File: src/rtl/lsu_bus_master.sv
// Load/store unit bus master: one load or store command becomes a single req/ack
// transaction, with lane steering, load extension, misalign detection and bus timeout.
module lsu_bus_master #(
    parameter int TO_W    = 8,
    parameter int TIMEOUT = 255
) (
    input  logic        clk,
    input  logic        rst_n,
    input  logic        start,
    input  logic        is_store,
    input  logic [1:0]  size,
    input  logic        ld_unsigned,
    input  logic [31:0] addr,
    input  logic [31:0] wdata,
    output logic        busy,
    output logic        done,
    output logic [31:0] rdata,
    output logic        misalign,
    output logic        bus_err,
    output logic        mem_req,
    output logic        mem_we,
    output logic [31:0] mem_addr,
    output logic [3:0]  mem_be,
    output logic [31:0] mem_wdata,
    input  logic        mem_ack,
    input  logic [31:0] mem_rdata
);

    typedef enum logic [1:0] {IDLE = 2'b00, REQ = 2'b01, ERR = 2'b10} state_t;

    localparam logic [TO_W-1:0] TO_LIMIT = TO_W'(TIMEOUT);

    state_t          state_r;
    logic            st_store_r;
    logic            st_unsigned_r;
    logic [1:0]      st_size_r;
    logic [1:0]      st_off_r;
    logic [TO_W-1:0] to_cnt_r;

    function automatic logic is_bad(input logic [1:0] sz, input logic [1:0] off);
        case (sz)
            2'b00:   is_bad = 1'b0;
            2'b01:   is_bad = off[0];
            2'b10:   is_bad = (off != 2'b00);
            default: is_bad = 1'b1;
        endcase
    endfunction

    function automatic logic [3:0] lane_be(input logic [1:0] sz, input logic [1:0] off);
        case (sz)
            2'b00:   lane_be = 4'b0001 << off;
            2'b01:   lane_be = 4'b0011 << {off[1], 1'b0};
            2'b10:   lane_be = 4'b1111;
            default: lane_be = 4'b0000;
        endcase
    endfunction

    function automatic logic [31:0] lane_wdata(input logic [1:0] sz, input logic [31:0] d);
        case (sz)
            2'b00:   lane_wdata = {4{d[7:0]}};
            2'b01:   lane_wdata = {2{d[15:0]}};
            default: lane_wdata = d;
        endcase
    endfunction

    // Shift the addressed lane down to bit 0, then truncate and extend.
    function automatic logic [31:0] load_extend(input logic [1:0] sz, input logic uns,
                                                input logic [1:0] off, input logic [31:0] d);
        logic [31:0] sh;
        sh = d >> {off, 3'b000};
        case (sz)
            2'b00:   load_extend = uns ? {24'h000000, sh[7:0]}  : {{24{sh[7]}}, sh[7:0]};
            2'b01:   load_extend = uns ? {16'h0000, sh[15:0]}   : {{16{sh[15]}}, sh[15:0]};
            default: load_extend = sh;
        endcase
    endfunction

    // Command FSM; every output is registered here.
    always_ff @(posedge clk or negedge rst_n) begin
        if (!rst_n) begin
            state_r       <= IDLE;
            st_store_r    <= 1'b0;
            st_unsigned_r <= 1'b0;
            st_size_r     <= 2'b00;
            st_off_r      <= 2'b00;
            to_cnt_r      <= '0;
            busy          <= 1'b0;
            done          <= 1'b0;
            misalign      <= 1'b0;
            bus_err       <= 1'b0;
            rdata         <= 32'h0000_0000;
            mem_req       <= 1'b0;
            mem_we        <= 1'b0;
            mem_addr      <= 32'h0000_0000;
            mem_be        <= 4'b0000;
            mem_wdata     <= 32'h0000_0000;
        end else begin
            done     <= 1'b0;
            misalign <= 1'b0;
            bus_err  <= 1'b0;
            case (state_r)
                IDLE: begin
                    if (start) begin
                        st_store_r    <= is_store;
                        st_unsigned_r <= ld_unsigned;
                        st_size_r     <= size;
                        st_off_r      <= addr[1:0];
                        busy          <= 1'b1;
                        to_cnt_r      <= '0;
                        if (is_bad(size, addr[1:0])) begin
                            state_r <= ERR;
                        end else begin
                            state_r   <= REQ;
                            mem_req   <= 1'b1;
                            mem_we    <= is_store;
                            mem_addr  <= {addr[31:2], 2'b00};
                            mem_be    <= lane_be(size, addr[1:0]);
                            mem_wdata <= is_store ? lane_wdata(size, wdata) : 32'h0000_0000;
                        end
                    end else begin
                        state_r <= IDLE;
                    end
                end
                REQ: begin
                    // An ack in the final allowed cycle still wins over the timeout.
                    if (mem_ack) begin
                        state_r  <= IDLE;
                        mem_req  <= 1'b0;
                        mem_we   <= 1'b0;
                        mem_be   <= 4'b0000;
                        busy     <= 1'b0;
                        done     <= 1'b1;
                        to_cnt_r <= '0;
                        if (!st_store_r) begin
                            rdata <= load_extend(st_size_r, st_unsigned_r, st_off_r, mem_rdata);
                        end else begin
                            rdata <= rdata;
                        end
                    end else if (to_cnt_r + TO_W'(1) == TO_LIMIT) begin
                        state_r  <= IDLE;
                        mem_req  <= 1'b0;
                        mem_we   <= 1'b0;
                        mem_be   <= 4'b0000;
                        busy     <= 1'b0;
                        done     <= 1'b1;
                        bus_err  <= 1'b1;
                        to_cnt_r <= '0;
                    end else begin
                        to_cnt_r <= to_cnt_r + TO_W'(1);
                    end
                end
                ERR: begin
                    state_r  <= IDLE;
                    busy     <= 1'b0;
                    done     <= 1'b1;
                    misalign <= 1'b1;
                end
                default: begin
                    state_r <= IDLE;
                    busy    <= 1'b0;
                    mem_req <= 1'b0;
                end
            endcase
        end
    end

endmodule

File: config.mk
export PLATFORM = sky130hd
export DESIGN_NAME = lsu_bus_master
export DESIGN_NICKNAME = d
export VERILOG_FILES = /design/src/rtl/lsu_bus_master.sv
export SDC_FILE = /design/constraint.sdc
export NUM_CORES = 1
export LEC_CHECK = 0
export ABC_AREA = 1
export CAP_MARGIN = 10
export CELL_PAD_IN_SITES_DETAIL_PLACEMENT = 0
export CELL_PAD_IN_SITES_GLOBAL_PLACEMENT = 1
export CORE_ASPECT_RATIO = 1.4
export CORE_MARGIN = 4
export CORE_UTILIZATION = 29
export CTS_BUF_LIST = sky130_fd_sc_hd__clkbuf_16
export DETAILED_ROUTE_END_ITERATION = 6
export PLACE_DENSITY = 0.86
export SETUP_SLACK_MARGIN = 0.3
export SYNTH_ARGS = -nofsm -noshare
export SYNTH_HDL_FRONTEND = slang
export SYNTH_SLANG_ARGS = --single-unit
File: constraint.sdc
create_clock -name clk -period 1.7 [get_ports clk]
set_input_delay 0.34 -clock clk [delete_from_list [all_inputs] [get_ports clk]]
set_output_delay 0.34 -clock clk [all_outputs]
set_load 0.05 [all_outputs]
* Yosys cells after proc, flatten, opt, wreduce, memory -nomap -nowiden
Index checks and enable logic that the tools add are counted.
Storage, ports and cells: register bits 120, input bits 104, output and inout port bits 106, logic and storage cells 83
Operators by class: add/subtract/negate cells 1, equal/unequal tests 9, shift operators 3, multiplexer cells 39, bitwise operators 3, reductions and logical operators 12
Operators by type and width (count):
- $pmux 32 s2 | 2
- $mux 32 | 3
- $shr 32x5->32 | 1
- $mux 8 | 3
- $mux 4 | 4
- $pmux 8 s2 | 1
- $mux 1 | 14
- $pmux 4 s3 | 1
- $add 8x1->8 const B | 1
- $eq 8x8->1 const B | 1
- $mux 2 | 4
- $pmux 4 s2 | 1
- $reduce_and 4->1 | 2
- $eq 2x1->1 const B | 3
- $logic_not 2->1 | 3
- $pmux 1 s2 | 3
- $pmux 1 s3 | 2
- $reduce_and 2->1 | 3
- $reduce_and 3->1 | 2
- $eq 2x2->1 const B | 2
- $ne 2x2->1 const B | 2
- $pmux 2 s2 | 1
- $reduce_bool 2->1 | 2
- $shl 1x2->4 const A | 1
- other kinds (3) | 5

* Longest topological paths before layout
Gate-level depths: netlist of the first run.
depth after elaboration 7, mapped depth 12, gate-level depth less buffers 11

* Least setup slack after synthesis of the first run
OpenSTA, ideal clock, no wires.
path kind register to register, start point register to_cnt_r[1], end point register busy, setup time 120 ps, arrival 1533 ps, data required time 1580 ps, slack 47 ps, stages on the path, launching flop included 13, buffers on the path 1, clock period less this slack 1653 ps, cell sequence dfrtp_1 ha_1 nand2_1 inv_1 nor2_1 nand3_1 nor2_1 nand3_2 nand2_2 buf_6 nand2_4 nand2_1 o21ai_2
Between the ends: cells in the longest elaborated chain, start to end 4
RTL lines:
- from (decl) | RTL line 38 | logic [TO_W-1:0] to_cnt_r;
- from (signal assigned) | RTL line 149 | to_cnt_r <= to_cnt_r + TO_W'(1);
- $add 8x1->8 | RTL line 139 | end else if (to_cnt_r + TO_W'(1) == TO_LIMIT) begin
- $eq 8x8->1 | RTL line 139
- $ne 3x3->1 (no source line)
- $reduce_and 2->1 (no source line)
- to (signal assigned) | RTL line 144 | busy <= 1'b0;
- to (signal assigned) | RTL line 154 | busy <= 1'b0;
- to (signal assigned) | RTL line 160 | busy <= 1'b0;
- to (decl) | RTL line 15 | output logic busy,
No other way between the ends. A chain may end at the register's enable or synchronous reset.

* Worst setup path after layout of the first run
start point register to_cnt_r[0], end point register mem_req
Between the ends: cells in the longest elaborated chain, start to end 4
RTL lines:
- $add 8x1->8 | RTL line 139
- $eq 8x8->1 | RTL line 139
- $ne 3x3->1 (no source line)
- $reduce_and 4->1 (no source line)
- to (signal assigned) | RTL line 128 | mem_req <= 1'b0;
- to (signal assigned) | RTL line 141 | mem_req <= 1'b0;
- to (signal assigned) | RTL line 161 | mem_req <= 1'b0;
- to (decl) | RTL line 20 | output logic mem_req,
No other way between the ends.

==> reports/qor.log, run 1 <==
[floorplan] Die Ht 174.8 µm
[clocking] H-tree Lvls 4
[global_routing] vias in the first global route 5,987
[finish] summed area of non-filler cells in the final layout 0.009813 mm²
[drt] via total after detailed routing 5,735
[placed_design] Placement Cell Area 0.008333 mm²
[clocking] deepest clock path buffer count 2
[floorplan] width of the die 127.2 µm
[synthesis] post-synthesis cell count 688
[clocking] Num Clock Sinks 120
[global_routing] global router's overall resource usage 17.38%
[global_routing] number of antenna violations at the first check in global routing 0
[synthesis] Area contributors post-synth sky130_fd_sc_hd__dfrtp_1 (52%), sky130_fd_sc_hd__nand2_1 (15%), sky130_fd_sc_hd__o21ai_0 (5.8%)
[drt] routed length per placed instance 15.69 µm
[placed_design] placed wire-length estimate 14.26 mm
[worst_setup_path] data arrival time at the worst-slack endpoint 1.96 ns
[finish] fraction of layout cells with a size suffix above 1 32.39%
[worst_setup_path] required time of the critical path 2.00 ns
[synthesis] syn avg cell area 8.378 µm²
[worst_setup_path] Crit Path Category reg -> reg
[synthesis] area share of the leading cell type in the synthesized netlist 52.09%
[global_routing] total global routing overflow 0
[timing] setup TNS 0 ns
[timing] final setup vio count 0
[worst_setup_path] kind of start point of the critical path flip-flop
[pwr] power per cell area 1544 mW/mm²
[timing] Final Max Tran Viols 0
[pwr] Peak VDD IR 647.9 µV
[timing] Hold Slack 0.4015 ns
[drt] DRC 0
[synthesis] number of synthesized register bits 120
[hold_path] path class of the lowest-slack min-delay path in -> async
[finish] final net count 1,081
[global_routing] global-route wire length before repair 30.92 mm
[drt] total detailed-routing wirelength 19.34 mm
[placed_design] routability congestion estimate from global placement 0.8155
[job] max-cap viol count 0
[placed_design] total of buffers placed on input and output ports 207
[drt] vias per inst 4.651
[timing] worst setup skew after layout 0.009202 ns
[pwr] proportion of power drawn by combinational gates 46.6%
[timing] setup repair after global routing missed its margin yes
[drt] total iterations of the first detailed-routing run 4
[global_routing] largest net degree at the start of global routing 44
[timing] Final Cycle Share 97.72%
[clocking] clock root buffer sky130_fd_sc_hd__clkbuf_16
[floorplan] core box area 0.01937 mm²
[floorplan] initial core utilization 29.76%
[worst_setup_path] Worst Setup End Kind flip-flop
[clocking] clock edge transition at the registers on the reported setup and hold paths 0.06 ns
[clocking] clock latency on the worst-skew pair 0.41 ns
[pwr] power after layout 0.01515 W
[drt] number of nets with antenna violations after routing 0
[pwr] Lkg Pwr 4.699 nW
[synthesis] library cell occupying the most area in the post-synthesis netlist sky130_fd_sc_hd__dfrtp_1
[synthesis] Unique masters post-synth 36
[finish] number of diodes added for antenna fixing 0
[floorplan] total I/O pin count 210
[drt] Initial DRC Count 296
[worst_setup_path] critical-path maximum fanout 6
[synthesis] number of warnings issued by yosys 0
[pwr] switching power total 0.006593 W
[timing] Final Hold Violating Endpoints 0
[finish] area growth from synthesis to layout 70.24%
[pwr] Net Sw Frac 43.52%
[pwr] sequential group share of total power 28.7%
[outcome] result of the run finished clean
[timing] time the final worst path needs with I/O delays and setup 1.661 ns
[clocking] clock tree from TritonCTS yes
[synthesis] mapped cell area 0.005764 mm²
[floorplan] std cell rows 60
[pwr] Clock power frac 24.8%
[synthesis] share of the yosys chip area belonging to registers 52.09%
[pwr] internal power of the cells 0.008557 W
[clocking] total clock buffers created by CTS 17
[timing] peak clock frequency supported by timing 0.6019 GHz
[floorplan] area enclosed by the die boundary 0.02223 mm²
[cells in the final DEF, fill, tap and decap left out, types with 5 or more instances in the layout]
master,Yosys,final
sky130_fd_sc_hd__mux2i_1,8,8
sky130_fd_sc_hd__o21ai_0,67,49
sky130_fd_sc_hd__a32o_1,8,8
sky130_fd_sc_hd__dfrtp_1,120,117
sky130_fd_sc_hd__o22ai_1,28,15
sky130_fd_sc_hd__o22ai_2,1,12
sky130_fd_sc_hd__o21ai_1,6,17
sky130_fd_sc_hd__buf_12,0,12
sky130_fd_sc_hd__nor2_2,2,6
sky130_fd_sc_hd__buf_6,2,13
sky130_fd_sc_hd__nand3_1,20,19
sky130_fd_sc_hd__nor2_1,18,13
sky130_fd_sc_hd__inv_2,4,8
sky130_fd_sc_hd__inv_1,62,59
sky130_fd_sc_hd__o21ai_2,2,9
sky130_fd_sc_hd__nand2_1,231,210
sky130_fd_sc_hd__clkbuf_16,0,18
sky130_fd_sc_hd__nand2_2,3,6
sky130_fd_sc_hd__buf_4,6,163
sky130_fd_sc_hd__nand2_4,1,18
sky130_fd_sc_hd__o31ai_1,22,15
sky130_fd_sc_hd__a21oi_1,14,11
sky130_fd_sc_hd__o211ai_1,9,9
sky130_fd_sc_hd__o31ai_2,0,5
sky130_fd_sc_hd__clkdlybuf4s50_1,0,101
sky130_fd_sc_hd__buf_16,0,5
[layout make-up]
| class | instances | area, µm² |
|---|---|---|
| Clock buffer | 17 | 425.4 |
| Clock inverter | 15 | 186.4 |
| Fill cell | 1836 | 9555 |
| Inverter | 68 | 272.8 |
| Multi-Input combinational cell | 464 | 2745 |
| Sequential cell | 120 | 3007 |
| Tap cell | 248 | 310.3 |
| Timing Repair Buffer | 301 | 2867 |
[state kept, by name, indices dropped and copies added (netlist names)]
register	cells
to_cnt_r	8
st_size_r	2
st_store_r	1
mem_req	1
state_r	2
done	1
bus_err	1
busy	1
st_off_r	2
mem_wdata	32
misalign	1
st_unsigned_r	1
mem_addr	30
mem_we	1
mem_be	4
rdata	32
[routing by layer]
metal | track usage, % | share of wire, %
met1 | 18.94 | 38
met2 | 31.56 | 54
met3 | 4.862 | 6.3
met4 | 6.843 | 1.9
met5 | 0 | 0
[critical path: stages (launching register included)]
cell,delay [ns]
sky130_fd_sc_hd__dfrtp_1,0.39
sky130_fd_sc_hd__ha_4,0.19
sky130_fd_sc_hd__nand3_2,0.10
sky130_fd_sc_hd__o21bai_2,0.14
sky130_fd_sc_hd__nand2_1,0.08
sky130_fd_sc_hd__nor2_2,0.11
sky130_fd_sc_hd__nand3_2,0.13
sky130_fd_sc_hd__nand2_4,0.14
sky130_fd_sc_hd__buf_12,0.12
sky130_fd_sc_hd__nand3_2,0.05
sky130_fd_sc_hd__nand2_1,0.06
sky130_fd_sc_hd__nand2_1,0.04
[cell families (layout without fill, tap and decap cells)]
logic type / count (synthesis) / count (layout) / synth area share (%)
compound gates: 159 / 159 / 16.87
fa+ha+maj: 5 / 5 / 1.085
buf+inv: 105 / 401 / 7.857
flops: 120 / 120 / 52.09
mux: 9 / 9 / 1.585
other cells: 1 / 2 / 0.06506
simple gates: 289 / 289 / 20.45
[path summary, 6_finish.rpt]
path,depth (start not counted),slack [ns],end,from
max,11,0.04,mem_req$_DFFE_PN0P_,to_cnt_r[0]$_DFFE_PN0P_
min,2,0.40,mem_addr[13]$_DFFE_PN0P_,rst_n
max reg2reg,11,0.04,mem_req$_DFFE_PN0P_,to_cnt_r[0]$_DFFE_PN0P_
min reg2reg,2,0.48,mem_addr[24]$_DFFE_PN0P_,mem_addr[24]$_DFFE_PN0P_
max in group asynchronous,3,0.73,mem_addr[10]$_DFFE_PN0P_,rst_n
min in group clk,3,0.46,mem_addr[12]$_DFFE_PN0P_,addr[12]
[synthesized netlist by cell type]
cell type / n
sky130_fd_sc_hd__nand2_1: 231
sky130_fd_sc_hd__dfrtp_1: 120
sky130_fd_sc_hd__o21ai_0: 67
sky130_fd_sc_hd__inv_1: 62
sky130_fd_sc_hd__o22ai_1: 28
sky130_fd_sc_hd__o31ai_1: 22
sky130_fd_sc_hd__nand3_1: 20
sky130_fd_sc_hd__nor2_1: 18
sky130_fd_sc_hd__buf_2: 17
sky130_fd_sc_hd__a21oi_1: 14
sky130_fd_sc_hd__clkbuf_1: 11
sky130_fd_sc_hd__o211ai_1: 9
sky130_fd_sc_hd__a32o_1: 8
sky130_fd_sc_hd__mux2i_1: 8
sky130_fd_sc_hd__buf_4: 6
sky130_fd_sc_hd__nor3_1: 6
sky130_fd_sc_hd__o21ai_1: 6
sky130_fd_sc_hd__ha_1: 5
sky130_fd_sc_hd__inv_2: 4
sky130_fd_sc_hd__nand3_2: 4
sky130_fd_sc_hd__nand2_2: 3
sky130_fd_sc_hd__buf_6: 2
sky130_fd_sc_hd__clkinv_1: 2
sky130_fd_sc_hd__nor2_2: 2
sky130_fd_sc_hd__o21ai_2: 2
sky130_fd_sc_hd__a21boi_0: 1
sky130_fd_sc_hd__buf_1: 1
sky130_fd_sc_hd__conb_1: 1
sky130_fd_sc_hd__mux2_2: 1
sky130_fd_sc_hd__nand2_4: 1
sky130_fd_sc_hd__nand3b_1: 1
sky130_fd_sc_hd__nand4_1: 1
sky130_fd_sc_hd__nor2_4: 1
sky130_fd_sc_hd__o21bai_2: 1
sky130_fd_sc_hd__o22ai_2: 1
sky130_fd_sc_hd__or2_2: 1
[power by group through the flow]
| stage | registers [W] | clock network [W] | logic, W |
|---|---|---|---|
| 3_3_place_gp | 0.00430 | 0 | 0.00652 |
| 4_1_cts | 0.00431 | 0.00384 | 0.00685 |
| 6_report | 0.00434 | 0.00375 | 0.00705 |
| 5_1_grt | 0.00445 | 0.00398 | 0.00747 |
| 3_5_place_dp | 0.00431 | 0 | 0.00659 |
| 2_1_floorplan | 0.00703 | 0 | 0.00137 |
[what timing repair did]
action,4_1_cts,5_1_grt
endpoints found under the setup margin,114,117
hold endpoints to repair,19,0
gates cloned,5,1
pin swaps,33,13
setup buffers,17,6
gates resized for setup,90,52
hold buffers,1,0
[stage by stage]
stage,cells,utilization (%),worst slack (ns)
2_1_floorplan,689,-,0.1087
3_3_place_gp,1171,43.02,-0.2626
3_5_place_dp,1171,43.02,-0.3015
4_1_cts,1226,49.05,0.03782
5_1_grt,1233,50.67,-0.05643
6_report,1233,50.67,0.03868
Note: power is estimated with default switching activity, not from simulation.
==> run 2, diff against run 1 <==
- CORE_ASPECT_RATIO: 1.4 -> 0.9
==> reports/qor.log, run 2 (same netlist as run 1, synthesis figures left out) <==
[worst_setup_path] Crit Reg-Reg Endpoint mem_addr[28]$_DFFE_PN0P_
[worst_setup_path] number of cells traversed by the worst register-to-register path 11
[pwr] Lkg Pwr 4.987 nW
[drt] via total after detailed routing 6,087
[placed_design] routability congestion estimate from global placement 0.8342
[placed_design] placed wire-length estimate 14.28 mm
[placed_design] total of buffers placed on input and output ports 207
[timing] worst setup skew after layout 0.01526 ns
[drt] total iterations of the first detailed-routing run 5
[floorplan] std cell rows 48
[worst_setup_path] source of the worst register-to-register timing path state_r[1]$_DFFE_PN0P_
[finish] fraction of layout cells with a size suffix above 1 43.66%
[floorplan] total I/O pin count 210
[finish] final net count 1,097
[floorplan] width of the die 156.6 µm
[timing] final setup vio count 0
[worst_setup_path] Crit Path Category reg -> reg
[floorplan] core box area 0.01934 mm²
[global_routing] total global routing overflow 0
[global_routing] global-route wire length before repair 31.48 mm
[clocking] clock root buffer sky130_fd_sc_hd__clkbuf_16
[worst_setup_path] data arrival time at the worst-slack endpoint 1.97 ns
[worst_setup_path] required time of the critical path 2.01 ns
[drt] Initial DRC Count 279
[clocking] clock edge transition at the registers on the reported setup and hold paths 0.06 ns
[timing] Final Cycle Share 97.77%
[pwr] power after layout 0.01568 W
[global_routing] vias in the first global route 5,999
[clocking] total clock buffers created by CTS 17
[drt] total detailed-routing wirelength 21.81 mm
[worst_setup_path] kind of start point of the critical path flip-flop
[timing] time the final worst path needs with I/O delays and setup 1.662 ns
[worst_setup_path] critical-path maximum fanout 7
[finish] number of diodes added for antenna fixing 0
[timing] setup repair after global routing missed its margin yes
[global_routing] global router's overall resource usage 17.93%
[finish] biggest regs mem_wdata (32), rdata (32), mem_addr (30)
[worst_setup_path] capture point of the worst path mem_addr[28]$_DFFE_PN0P_
[worst_setup_path] Worst Setup End Kind flip-flop
[hold_path] path class of the lowest-slack min-delay path in -> async
[finish] area growth from synthesis to layout 87.19%
[drt] DRC 0
[worst_setup_path] Worst R2R Setup Slack 0.04 ns
[job] max-cap viol count 0
[clocking] clock latency on the worst-skew pair 0.42 ns
[timing] Final Max Tran Viols 0
[clocking] deepest clock path buffer count 2
[drt] vias per inst 4.866
[floorplan] Die Ht 141.8 µm
[clocking] clock tree from TritonCTS yes
[timing] setup TNS 0 ns
[timing] Final Hold Violating Endpoints 0
[worst_setup_path] launching instance or port of the critical path state_r[1]$_DFFE_PN0P_
[finish] highest-count cells in the layout ignoring fill and taps sky130_fd_sc_hd__nand2_1 (148), sky130_fd_sc_hd__buf_4 (148), sky130_fd_sc_hd__dfrtp_1 (118)
[clocking] Num Clock Sinks 120
[pwr] power per cell area 1453 mW/mm²
[floorplan] area enclosed by the die boundary 0.02220 mm²
[drt] number of nets with antenna violations after routing 0
[floorplan] initial core utilization 29.81%
[pwr] Peak VDD IR 864.3 µV
[global_routing] largest net degree at the start of global routing 49
[outcome] result of the run finished clean
[timing] peak clock frequency supported by timing 0.6016 GHz
[clocking] H-tree Lvls 4
[drt] routed length per placed instance 17.43 µm
[global_routing] number of antenna violations at the first check in global routing 0
## run 2: layout make-up
cell class | instances | area (µm²)
Fill cell | 1687 | 8548
Clock buffer | 17 | 425.4
Timing Repair inverter | 1 | 11.26
Sequential cell | 120 | 3005
Inverter | 68 | 295.3
Tap cell | 250 | 312.8
Clock inverter | 15 | 137.6
Timing Repair Buffer | 316 | 3238
Multi-Input combinational cell | 464 | 3364
## run 2: how the worst min path moves through the flow
stage | from | slack, ns | depth (start not counted) | end
CTS | rst_n | 0.38 | 2 | to_cnt_r[7]$_DFFE_PN0P_
floorplan | rst_n | 0.04 | 0 | bus_err$_DFF_PN0_
finish | rst_n | 0.38 | 2 | to_cnt_r[7]$_DFFE_PN0P_
global placement | rst_n | 0.27 | 1 | to_cnt_r[7]$_DFFE_PN0P_
detailed placement | rst_n | 0.27 | 1 | to_cnt_r[7]$_DFFE_PN0P_
global route | rst_n | 0.40 | 2 | to_cnt_r[7]$_DFFE_PN0P_
## run 2: per-stage QoR
| step | std cells | cell area (µm²) | hold WS [ns] | util, % | setup WS (ns) |
|---|---|---|---|---|---|
| after floorplan | 689 | 5841 | 0.04441 | - | 0.1087 |
| after global placement | 1163 | 8298 | 0.2692 | 42.91 | -0.2470 |
| after detailed placement | 1163 | 8298 | 0.2729 | 42.91 | -0.3349 |
| after CTS | 1218 | 9384 | 0.3753 | 48.52 | 0.05559 |
| after global routing | 1251 | 10790 | 0.3967 | 55.80 | -0.07124 |
| final | 1251 | 10790 | 0.3801 | 55.80 | 0.03789 |
## run 2: timing repair
| item | in CTS | in global routing |
|---|---|---|
| hold buffers | 1 | 0 |
| cloned | 4 | 13 |
| gates resized for setup | 87 | 251 |
| setup buffers | 18 | 20 |
| hold endpoints to repair | 20 | 0 |
| setup endpoints to repair | 114 | 122 |
| pin swaps | 22 | 32 |
## run 2: per-layer routing
metal  vias to the layer above  global-route usage, %  share of wire (%)
met3                        23                  5.794                7.8
met5                         -                      0                  0
met4                         0                  6.073                1.2
li1                       2886                      -                  -
met1                      2932                  23.96                 43
met2                       246                  27.51                 48
## run 2: critical path, stage by stage, from the launching register on
cell and delay (ns):
sky130_fd_sc_hd__dfrtp_1 0.39, sky130_fd_sc_hd__inv_2 0.09, sky130_fd_sc_hd__buf_6 0.11, sky130_fd_sc_hd__ha_4 0.18
sky130_fd_sc_hd__nand2_8 0.08, sky130_fd_sc_hd__nor2_4 0.13, sky130_fd_sc_hd__buf_12 0.13, sky130_fd_sc_hd__inv_8 0.05
sky130_fd_sc_hd__buf_12 0.14, sky130_fd_sc_hd__clkbuf_16 0.16, sky130_fd_sc_hd__nand2_4 0.05, sky130_fd_sc_hd__nand2_1 0.04
## run 2: report_power, final
group / internal [W] / switching, W
Combinational: 0.00279 / 0.00493
Clock: 0.00213 / 0.00135
Sequential: 0.00371 / 0.000766
Total: 0.00863 / 0.00705
==> run 3, diff against run 2 <==
- CORE_UTILIZATION: 29 -> 41
- DONT_BUFFER_PORTS: unset -> 1
- PLACE_DENSITY: 0.86 -> 0.85
==> reports/qor.log, run 3 (same netlist as run 1, synthesis figures left out) <==
[outcome] result of the run finished with violations
[outcome] violations in the final reports negative hold slack
[worst_setup_path] Crit Path Category reg -> reg
[floorplan] Die Ht 120.5 µm
[timing] Final Cycle Share 98.18%
[drt] total detailed-routing wirelength 19.73 mm
[drt] Initial DRC Count 308
[placed_design] placed wire-length estimate 11.83 mm
[drt] vias per inst 5.569
[timing] worst setup skew after layout 0.008863 ns
[clocking] total clock buffers created by CTS 17
[floorplan] initial core utilization 42.50%
[finish] FILL cells 974
[finish] number of diodes added for antenna fixing 0
[global_routing] total global routing overflow 0
[floorplan] core box area 0.01356 mm²
[finish] final net count 862
[finish] Finished Core Util 65.55%
[clocking] clock tree from TritonCTS yes
[timing] setup repair after global routing missed its margin yes
[floorplan] std cell rows 40
[finish] biggest regs mem_wdata (32), rdata (32), mem_addr (30)
[timing] final setup vio count 0
[timing] time the final worst path needs with I/O delays and setup 1.669 ns
[finish] summed area of non-filler cells in the final layout 0.008891 mm²
[finish] highest-count cells in the layout ignoring fill and taps sky130_fd_sc_hd__nand2_1 (134), sky130_fd_sc_hd__dfrtp_2 (106), sky130_fd_sc_hd__inv_1 (56)
[clocking] deepest clock path buffer count 2
[finish] area growth from synthesis to layout 54.24%
[timing] setup TNS 0 ns
[worst_setup_path] kind of start point of the critical path flip-flop
[floorplan] total I/O pin count 210
[global_routing] vias in the first global route 5,422
[timing] transition time of the tightest slew-check pin 0.7060 ns
[floorplan] width of the die 133.0 µm
[clocking] clock root buffer sky130_fd_sc_hd__clkbuf_16
[drt] DRC 0
[clocking] Num Clock Sinks 120
[clocking] H-tree Lvls 4
[hold_path] path class of the lowest-slack min-delay path in -> async
[timing] peak clock frequency supported by timing 0.5991 GHz
[pwr] power per cell area 1627 mW/mm²
[pwr] Lkg Pwr 3.854 nW
[worst_setup_path] Worst Setup End Kind flip-flop
[timing] headroom to the max-slew limit 52.44%
[global_routing] largest net degree at the start of global routing 121
[finish] fraction of layout cells with a size suffix above 1 53.66%
[pwr] Peak VDD IR 1014 µV
[placed_design] Placement Cell Area 0.006087 mm²
[worst_setup_path] critical-path maximum fanout 8
[worst_setup_path] data arrival time at the worst-slack endpoint 1.96 ns
[clocking] clock latency on the worst-skew pair 0.42 ns
[job] max-cap viol count 0
[global_routing] global-route wire length before repair 29.21 mm
[drt] number of nets with antenna violations after routing 0
[placed_design] total of buffers placed on input and output ports 0
[timing] Hold Slack -0.3843 ns
[clocking] Post-CTS Hold Buffers 1
[floorplan] area enclosed by the die boundary 0.01602 mm²
[drt] routed length per placed instance 20.65 µm
[finish] most frequent standard cell in the layout excluding fill and tap cells sky130_fd_sc_hd__nand2_1
[timing] Final Max Tran Viols 0
[placed_design] routability congestion estimate from global placement 0.8794
[drt] via total after detailed routing 5,318
[global_routing] number of antenna violations at the first check in global routing 0
[clocking] clock edge transition at the registers on the reported setup and hold paths 0.06 ns
[drt] total iterations of the first detailed-routing run 5
[worst_setup_path] required time of the critical path 1.99 ns
[timing] Final Hold Violating Endpoints 120
[global_routing] global router's overall resource usage 23.38%
==> run 3: power by group <==
part	internal [W]	switching [W]	total (W)
combinational	0.00144	0.00146	0.00289
sequential	0.00384	0.00383	0.00767
clock	0.00258	0.00132	0.00390
total	0.00785	0.00661	0.0145
==> run 3: worst paths after layout <==
| kind | start | to | slack [ns] | depth (start not counted) |
|---|---|---|---|---|
| worst max-delay path | to_cnt_r[1]$_DFFE_PN0P_ | to_cnt_r[6]$_DFFE_PN0P_ | 0.03 | 10 |
| worst min-delay path | rst_n | to_cnt_r[5]$_DFFE_PN0P_ | -0.38 | 0 |
| worst max register to register | to_cnt_r[1]$_DFFE_PN0P_ | to_cnt_r[6]$_DFFE_PN0P_ | 0.03 | 10 |
| worst min register to register | to_cnt_r[7]$_DFFE_PN0P_ | to_cnt_r[7]$_DFFE_PN0P_ | 0.52 | 2 |
| max in group asynchronous | rst_n | mem_addr[24]$_DFFE_PN0P_ | 1.82 | 0 |
| min in group clk | addr[17] | mem_addr[17]$_DFFE_PN0P_ | 0.03 | 2 |
==> run 3: area by class of cell <==
cell class	count	area [µm²]	share of cell area (%)
clock buffer	17	425.4	4.785
timing repair inverter	2	32.53	0.3659
tap	189	236.5	2.660
multi-input combinational	466	3351	37.69
inverter	68	305.3	3.434
timing repair buffer	78	1195	13.44
clock inverter	15	210.2	2.364
sequential	120	3136	35.27
==> run 3: routing by layer <==
layer  vias to the layer above  global-route usage, %  share of wire [%]
met3                        39                  10.07                 10
met1                      2590                  27.40                 37
met4                         0                  7.338                1.9
met5                         -                      0                  0
met2                       272                  38.90                 50
li1                       2417                      -                  -
==> run 3: worst max-delay path, stage by stage, from the launching register on <==
cell and delay (ns):
sky130_fd_sc_hd__dfrtp_1 0.41, sky130_fd_sc_hd__ha_4 0.19, sky130_fd_sc_hd__nand2_4 0.08, sky130_fd_sc_hd__inv_2 0.04
sky130_fd_sc_hd__nor2_2 0.09, sky130_fd_sc_hd__nand3_1 0.08, sky130_fd_sc_hd__nor2_1 0.13, sky130_fd_sc_hd__nand3_2 0.13
sky130_fd_sc_hd__nand2_4 0.16, sky130_fd_sc_hd__buf_6 0.15, sky130_fd_sc_hd__o21ai_0 0.09
==> run 3: per-stage QoR <==
step / setup slack [ns] / total power (W) / instances
2_1_floorplan: 0.1087 / 0.008394 / 689
3_3_place_gp: 0.01553 / 0.008946 / 865
3_5_place_dp: -0.05370 / 0.009032 / 865
4_1_cts: 0.02955 / 0.01376 / 941
5_1_grt: -0.04140 / 0.01505 / 955
6_report: 0.03086 / 0.01446 / 955
==> run 3: timing repair <==
action,in CTS,in global routing
gates resized for setup,255,187
setup endpoints to repair,211,125
pin swaps,60,48
hold endpoints to repair,121,120
cloned,18,5
buffers inserted,25,9
